### src/rtl/ks10_arb_pkg.sv
// ks10_arb_pkg: shared types and constants for the KS10 backplane bus arbiter.
//   state_t     arbiter FSM states (IDLE, REQ, ACKWAIT, RELEASE)
//   ADDR_W/DATA_W/INTR_W  bus field widths
//   addr_t/data_t/intr_t  bus field types
//   idxWidth()  width of a device index for a given device count
// KS10 numbering puts bit 0 at the MSB. Vector bit [W-1] carries KS10 bit 0.
package ks10_arb_pkg;

    localparam int ADDR_W = 36;
    localparam int DATA_W = 36;
    localparam int INTR_W = 7;

    typedef logic [ADDR_W-1:0] addr_t;
    typedef logic [DATA_W-1:0] data_t;
    typedef logic [INTR_W-1:0] intr_t;

    typedef enum logic [1:0] {
        IDLE    = 2'd0,
        REQ     = 2'd1,
        ACKWAIT = 2'd2,
        RELEASE = 2'd3
    } state_t;

    function automatic int idxWidth(input int n);
        return (n > 1) ? $clog2(n) : 1;
    endfunction

endpackage

### src/rtl/ks10_arb_select.sv
// ks10_arb_select: combinational winner selection for the bus arbiter.
//   req     in   NDEV       request vector
//   ptr     in   idx        last winner (round-robin build only)
//   winner  out  idx        index of the selected requester
//   valid   out  1          at least one request is present
// Build option KS10_ARB_ROUND_ROBIN_EN: when defined, the search starts one
// above ptr and wraps modulo NDEV. When undefined, the lowest requesting
// index wins and there is no ptr port.
module ks10_arb_select
    import ks10_arb_pkg::*;
#(
    parameter int NDEV = 4
) (
    input  logic [NDEV-1:0]           req,
`ifdef KS10_ARB_ROUND_ROBIN_EN
    input  logic [idxWidth(NDEV)-1:0] ptr,
`endif
    output logic [idxWidth(NDEV)-1:0] winner,
    output logic                      valid
);

    localparam int IDX_W = idxWidth(NDEV);

`ifdef KS10_ARB_ROUND_ROBIN_EN
    int j;

    // Walk ptr+1 .. ptr+NDEV. The last visit is ptr itself, so a lone
    // requester that just finished is still served.
    always_comb begin
        winner = '0;
        valid  = 1'b0;
        j      = 0;
        for (int i = 1; i <= NDEV; i++) begin
            j = (int'(ptr) + i) % NDEV;
            if (!valid && req[j]) begin
                valid  = 1'b1;
                winner = IDX_W'(j);
            end
        end
    end
`else
    // Scan downward so that the lowest requesting index is written last.
    always_comb begin
        winner = '0;
        valid  = 1'b0;
        for (int i = NDEV - 1; i >= 0; i--) begin
            if (req[i]) begin
                valid  = 1'b1;
                winner = IDX_W'(i);
            end
        end
    end
`endif

endmodule

### src/rtl/ks10_bus_arbiter.sv
// ks10_bus_arbiter: central arbiter for the KS10 backplane bus.
// Sequence: grant (IDLE) -> one-cycle request strobe (REQ) -> wait for an
// acknowledge or timeout (ACKWAIT) -> hold until the master drops its
// request (RELEASE).
//   clk, rst       clock, asynchronous active-high reset
//   devREQO/ACKO   per-device request / acknowledge
//   devADDRO/DATAO per-device address / data (NDEV x 36)
//   devINTRO       per-device interrupt lines (NDEV x 7)
//   busREQI/ACKI   broadcast request / acknowledge strobes
//   busADDRI/DATAI broadcast address / data
//   busINTRI       registered OR of all interrupt lines
//   busGNT         one-hot grant
//   busNXD         pulse: no acknowledge within TIMEOUT cycles
//   busACKERR      pulse: more than one device acknowledged
// Build option KS10_ARB_ROUND_ROBIN_EN: use round-robin arbitration instead
// of fixed priority.
// All outputs are registered.
module ks10_bus_arbiter
    import ks10_arb_pkg::*;
#(
    parameter int NDEV    = 4,
    parameter int TIMEOUT = 63
) (
    input  logic                         clk,
    input  logic                         rst,
    input  logic [NDEV-1:0]              devREQO,
    input  logic [NDEV-1:0]              devACKO,
    input  logic [NDEV-1:0][ADDR_W-1:0]  devADDRO,
    input  logic [NDEV-1:0][DATA_W-1:0]  devDATAO,
    input  logic [NDEV-1:0][INTR_W-1:0]  devINTRO,
    output logic                         busREQI,
    output logic                         busACKI,
    output logic [ADDR_W-1:0]            busADDRI,
    output logic [DATA_W-1:0]            busDATAI,
    output logic [INTR_W-1:0]            busINTRI,
    output logic [NDEV-1:0]              busGNT,
    output logic                         busNXD,
    output logic                         busACKERR
);

    localparam int IDX_W = idxWidth(NDEV);
    localparam int CNT_W = $clog2(TIMEOUT + 1);

    state_t            state;
    logic [CNT_W-1:0]  toCnt;
    logic [IDX_W-1:0]  gntIdx;
    logic [IDX_W-1:0]  winner;
    logic              winValid;
    logic [NDEV-1:0]   ackVec;
    logic              ackMulti;
    data_t             ackData;
    intr_t             intrOr;

`ifdef KS10_ARB_ROUND_ROBIN_EN
    logic [IDX_W-1:0]  rrPtr;

    ks10_arb_select #(.NDEV(NDEV)) uSel (
        .req    (devREQO),
        .ptr    (rrPtr),
        .winner (winner),
        .valid  (winValid)
    );
`else
    ks10_arb_select #(.NDEV(NDEV)) uSel (
        .req    (devREQO),
        .winner (winner),
        .valid  (winValid)
    );
`endif

    // The current master's own acknowledge bit is masked out. More than one
    // remaining bit set means colliding responders. Their data is OR'ed, as
    // it would be on a wired-OR backplane.
    always_comb begin
        ackVec   = devACKO & ~busGNT;
        ackMulti = |(ackVec & (ackVec - NDEV'(1)));
        ackData  = '0;
        intrOr   = '0;
        for (int i = 0; i < NDEV; i++) begin
            if (ackVec[i]) ackData = ackData | devDATAO[i];
            intrOr = intrOr | devINTRO[i];
        end
    end

    always_ff @(posedge clk or posedge rst) begin
        if (rst) busINTRI <= '0;
        else     busINTRI <= intrOr;
    end

    always_ff @(posedge clk or posedge rst) begin
        if (rst) begin
            state     <= IDLE;
            toCnt     <= '0;
            gntIdx    <= '0;
            busREQI   <= 1'b0;
            busACKI   <= 1'b0;
            busNXD    <= 1'b0;
            busACKERR <= 1'b0;
            busGNT    <= '0;
            busADDRI  <= '0;
            busDATAI  <= '0;
`ifdef KS10_ARB_ROUND_ROBIN_EN
            rrPtr     <= IDX_W'(NDEV - 1);
`endif
        end else begin
            // Strobes default low, so each one lasts a single cycle.
            busREQI   <= 1'b0;
            busACKI   <= 1'b0;
            busNXD    <= 1'b0;
            busACKERR <= 1'b0;
            case (state)
                IDLE: begin
                    busGNT <= '0;
                    if (winValid) begin
                        busGNT[winner] <= 1'b1;
                        gntIdx         <= winner;
                        busADDRI       <= devADDRO[winner];
                        busDATAI       <= devDATAO[winner];
                        state          <= REQ;
                    end
                end
                REQ: begin
                    busREQI <= 1'b1;
                    toCnt   <= '0;
                    state   <= ACKWAIT;
                end
                ACKWAIT: begin
                    if (|ackVec) begin
                        // An acknowledge takes priority over a timeout in the same cycle.
                        busACKI   <= 1'b1;
                        busDATAI  <= ackData;
                        busACKERR <= ackMulti;
                        state     <= RELEASE;
                    end else begin
                        if (toCnt != CNT_W'(TIMEOUT)) toCnt <= toCnt + CNT_W'(1);
                        // Compare against the pre-increment value so the pulse
                        // fires on the cycle the count reaches TIMEOUT.
                        if (toCnt == CNT_W'(TIMEOUT - 1)) begin
                            busNXD   <= 1'b1;
                            busDATAI <= '0;
                            state    <= RELEASE;
                        end
                    end
                end
                RELEASE: begin
                    if (!devREQO[gntIdx]) begin
                        busGNT <= '0;
`ifdef KS10_ARB_ROUND_ROBIN_EN
                        rrPtr  <= gntIdx;
`endif
                        state  <= IDLE;
                    end
                end
                default: state <= IDLE;
            endcase
        end
    end

endmodule

### config.mk
export PLATFORM = sky130hd
export DESIGN_NAME = ks10_bus_arbiter
export DESIGN_NICKNAME = d
export VERILOG_FILES = /design/src/rtl/ks10_arb_pkg.sv /design/src/rtl/ks10_arb_select.sv /design/src/rtl/ks10_bus_arbiter.sv
export SDC_FILE = /design/constraint.sdc
export NUM_CORES = 1
export LEC_CHECK = 0
export CORE_AREA = 2 2 160 162
export CTS_BUF_LIST = sky130_fd_sc_hd__clkbuf_4
export DETAILED_ROUTE_END_ITERATION = 10
export DIE_AREA = 0 0 162 164
export PLACE_DENSITY = 0.67
export SLEW_MARGIN = 20
export SYNTH_ARGS = -nofsm -noshare
export SYNTH_HDL_FRONTEND = slang
export SYNTH_HIERARCHICAL = 1
export SYNTH_SLANG_ARGS = --single-unit
### constraint.sdc
create_clock -name clk -period 3.1 [get_ports clk]
set_input_delay 0.62 -clock clk [delete_from_list [all_inputs] [get_ports clk]]
set_output_delay 0.62 -clock clk [all_outputs]
set_load 0.1 [all_outputs]
==> results.py <==
metrics = {
    "synthesis": {
        "synth-warning-count": 6,
        "synth_nets": 945,
        "syn-cell-area_um2": 7340,
        "synth_cells": 613,
        "ys_ff_latch": 97,
        "synth_area_per_cell_um2": 12.0,
        "synth_cell_types": 36,
        "synth_edf_count": 0,
        "synth_seq_area_share_pct": 33.0,
        "async_flop_share_pct": 100,
        "ys.flop_type": "dfrtp_1",
    },
    "cts": {
        "h-tree-depth": 3,
        "root_buffer": "clkbuf_4",
        "cts_hold_buf": 0,
        "cts_setup_buffers": 0,
        "clk_pin_slew_ns": 0.19,
        "cts_tree": "yes",
        "cts_resized": 0,
        "clk-insertion-delay-late_ns": 0.49,
        "clockBufferDepth": 2,
        "clock_sinks": 97,
        "cts_buffers": 9,
    },
    "timing": {
        "tightestPinTransition_ns": 0.569,
        "skew_ns": 0.0483,
        "hold_viol": 0,
        "drv_slew": 0,
        "tns_ns": 0,
        "fin_crit_sh_pct": 79.1,
        "rsz0062_at_grt": "false",
        "max_freq_mhz": 408,
        "setup_viol": 0,
        "post-route-min-period_ns": 2.45,
        "worst_slew_margin_rel_pct": 62.1,
        "fin_hold_ws_ns": 0.378,
    },
    "setup_path": {
        "cp-start-kind": "input pin",
        "r2r_start": "state[0]$_DFFE_PP0P_",
        "cp_data_required_time_ns": 3.45,
        "reg2reg_to": "busDATAI[26]$_DFFE_PP0P_",
        "crit_chain": "clkdlybuf4s50_1 -> nand2b_1 -> a21oi_4 -> buf_12 -> buf_12 -> mux4_2 -> a22o_1 -> mux2_1",
        "reg2regPathDepth": 6,
        "reg2reg_setup_slack_ns": 0.80,
        "path_common_cell": "buf_12",
        "cp.arrival_ns": 2.80,
        "critPathKind": "in2reg",
        "slowest_delay_ns": 0.52,
        "critPathLaunch": "devREQO[2]",
        "crit_fanout": 13,
        "cp-end-kind": "flop",
        "cp_slowest_cell": "mux4_2",
    },
    "floorplanning": {
        "fp.dieArea_um2": 26600,
        "die_h_um": 164,
        "fp.coreArea_um2": 24800,
        "initial_utilization_pct": 29.6,
        "io_pins": 413,
        "num_rows": 58,
        "die_x_um": 162,
    },
    "final_layout": {
        "regArea_um2": 2430,
        "fin_util_pct": 48.0,
        "n_fill_cell": 2342,
        "area_growth_pct": 62.0,
        "multiInputGateArea_um2": 4520,
        "layout.nets": 1331,
        "drive_gt1_share_pct": 25.8,
    },
    "global_route": {
        "antenna_found_initial": 3,
        "grt_start_max_net_pins": 89,
        "grtUsageTotal_pct": 22.1,
        "grt_pass1_vias": 7745,
        "grt_pass1_wl_um": 45000,
        "grt-ovfl-total": 0,
    },
    "job": {
        "drv_cap": 0,
    },
    "placed_design": {
        "dp.final_hpwl_um": 22100,
        "portBuffers": 412,
        "place_congestion": 0.821,
    },
    "power_and_ir_drop": {
        "powerDensity_nw_per_um2": 944,
        "leakagePower_nw": 4.64,
        "ir_drop_uv": 780,
    },
    "detailed_routing": {
        "first_pass_iters": 5,
        "final_antenna_net_count": 0,
        "wl_met2_um": 15500,
        "vias": 7209,
        "drtIter0Drc": 518,
        "viasPerCell": 5.39,
        "dr_wl_met3_um": 2230,
        "routed.top_layer": "met4",
        "post-route-drc-count": 0,
        "wl_per_cell_um": 22.2,
        "routed_wl_um": 29700,
        "wl_met1_um": 11300,
    },
    "outcome": {
        "outcome": "completed",
    },
    "min_path": {
        "hp-class": "in2async",
    },
}
-- how the worst max path moves through the flow --
| stage | endpoint | cells after the start |
|---|---|---|
| 2_1_floorplan | busDATAI[10]$_DFFE_PP0P_ | 7 |
| 3_3_place_gp | busADDRI[25]$_DFFE_PP0P_ | 6 |
| 3_5_place_dp | busADDRI[22]$_DFFE_PP0P_ | 6 |
| 4_1_cts | busADDRI[22]$_DFFE_PP0P_ | 6 |
| 5_1_grt | busADDRI[24]$_DFFE_PP0P_ | 6 |
| 6_report | busDATAI[35]$_DFFE_PP0P_ | 8 |
-- cells in the final DEF, fill, tap and decap left out, types with 4 or more instances in the layout --
cell type,count
or4_1,7
mux4_2,73
a22o_1,37
nor2b_1,5
clkbuf_4,10
nand2_1,14
mux2_2,46
ha_1,6
nand2b_1,4
mux2_1,28
clkdlybuf4s50_1,322
buf_12,9
dfrtp_1,97
inv_1,42
nand3b_1,109
mux2i_1,4
o2111ai_1,36
o21ai_0,6
nor2_1,5
buf_4,105
-- area by class of cell --
class	instances	share of cell area, %
Antenna cell	3	0.0631
Sequential cell	97	20.4
Clock buffer	10	0.631
Inverter	43	1.39
Timing Repair Buffer	439	35.3
Clock inverter	6	0.757
Multi-Input combinational cell	409	38.0
Tap cell	330	3.47
-- routing by layer --
metal	up-vias	GRT usage [%]
met1	3619	26.1
met2	360	39.9
li1	3188	-
met3	42	4.52
met5	-	0
met4	0	7.68
-- cells in the mapped netlist, drive strengths merged, types with 2 or more instances --
library cell | number | share of area, %
mux2 | 74 | 11
buf | 22 | 1.6
nand3b | 109 | 11
ha | 6 | 1.0
a21oi | 2 | 0.19
dfrtp | 97 | 33
a31oi | 3 | 0.26
mux4 | 73 | 22
and4 | 3 | 0.36
mux2i | 4 | 0.55
nand2 | 15 | 0.77
nor2b | 5 | 0.43
or4 | 7 | 0.72
a22o | 37 | 4.4
nor2 | 5 | 0.26
nand4 | 3 | 0.26
and3 | 2 | 0.17
nand2b | 5 | 0.43
inv | 43 | 2.2
clkbuf | 42 | 2.1
nand3 | 2 | 0.14
o41ai | 3 | 0.36
nor3 | 2 | 0.14
o21ai | 6 | 0.41
o2111ai | 36 | 4.3
-- registers in the layout, summed over array words and instances, names as in the netlist --
name / count
busNXD: 1
busGNT: 4
gntIdx: 2
busDATAI: 36
busADDRI: 36
busACKI: 1
toCnt: 6
busINTRI: 7
busACKERR: 1
busREQI: 1
state: 2
-- cells by family after synthesis --
| group | Yosys count | share of synthesized area (%) |
|---|---|---|
| and+or+nand+nor | 160 | 15.0 |
| muxes | 151 | 34.3 |
| DFF | 97 | 33.0 |
| buffers and inverters | 107 | 5.95 |
| AOI/OAI and AO/OA | 92 | 10.7 |
| adders and majority gates | 6 | 1.02 |
-- worst max-delay path: cells and delay by family --
family / cells / cell delay (ns)
AND/OR/NAND/NOR: 1 / 0.19
multiplexers: 2 / 0.80
AO/OA/AOI/OAI: 2 / 0.43
buffers and inverters: 3 / 0.75
-- report_power, final --
part	internal, mW	switching [mW]
Combinational	2.54	5.71
Clock	0.339	0.487
Sequential	1.84	0.322
-- metrics by stage --
stage	cell area, µm²	worst slack [ns]	total power [mW]	std cells
CTS	11900	0.677	11.3	1334
detailed placement	11700	0.125	10.5	1318
floorplan	7350	0.361	8.27	613
global route	11900	0.555	11.7	1336
global placement	11700	0.162	10.4	1318
finish	11900	0.649	11.2	1337
No activity file was read; power rests on OpenSTA's default activity.
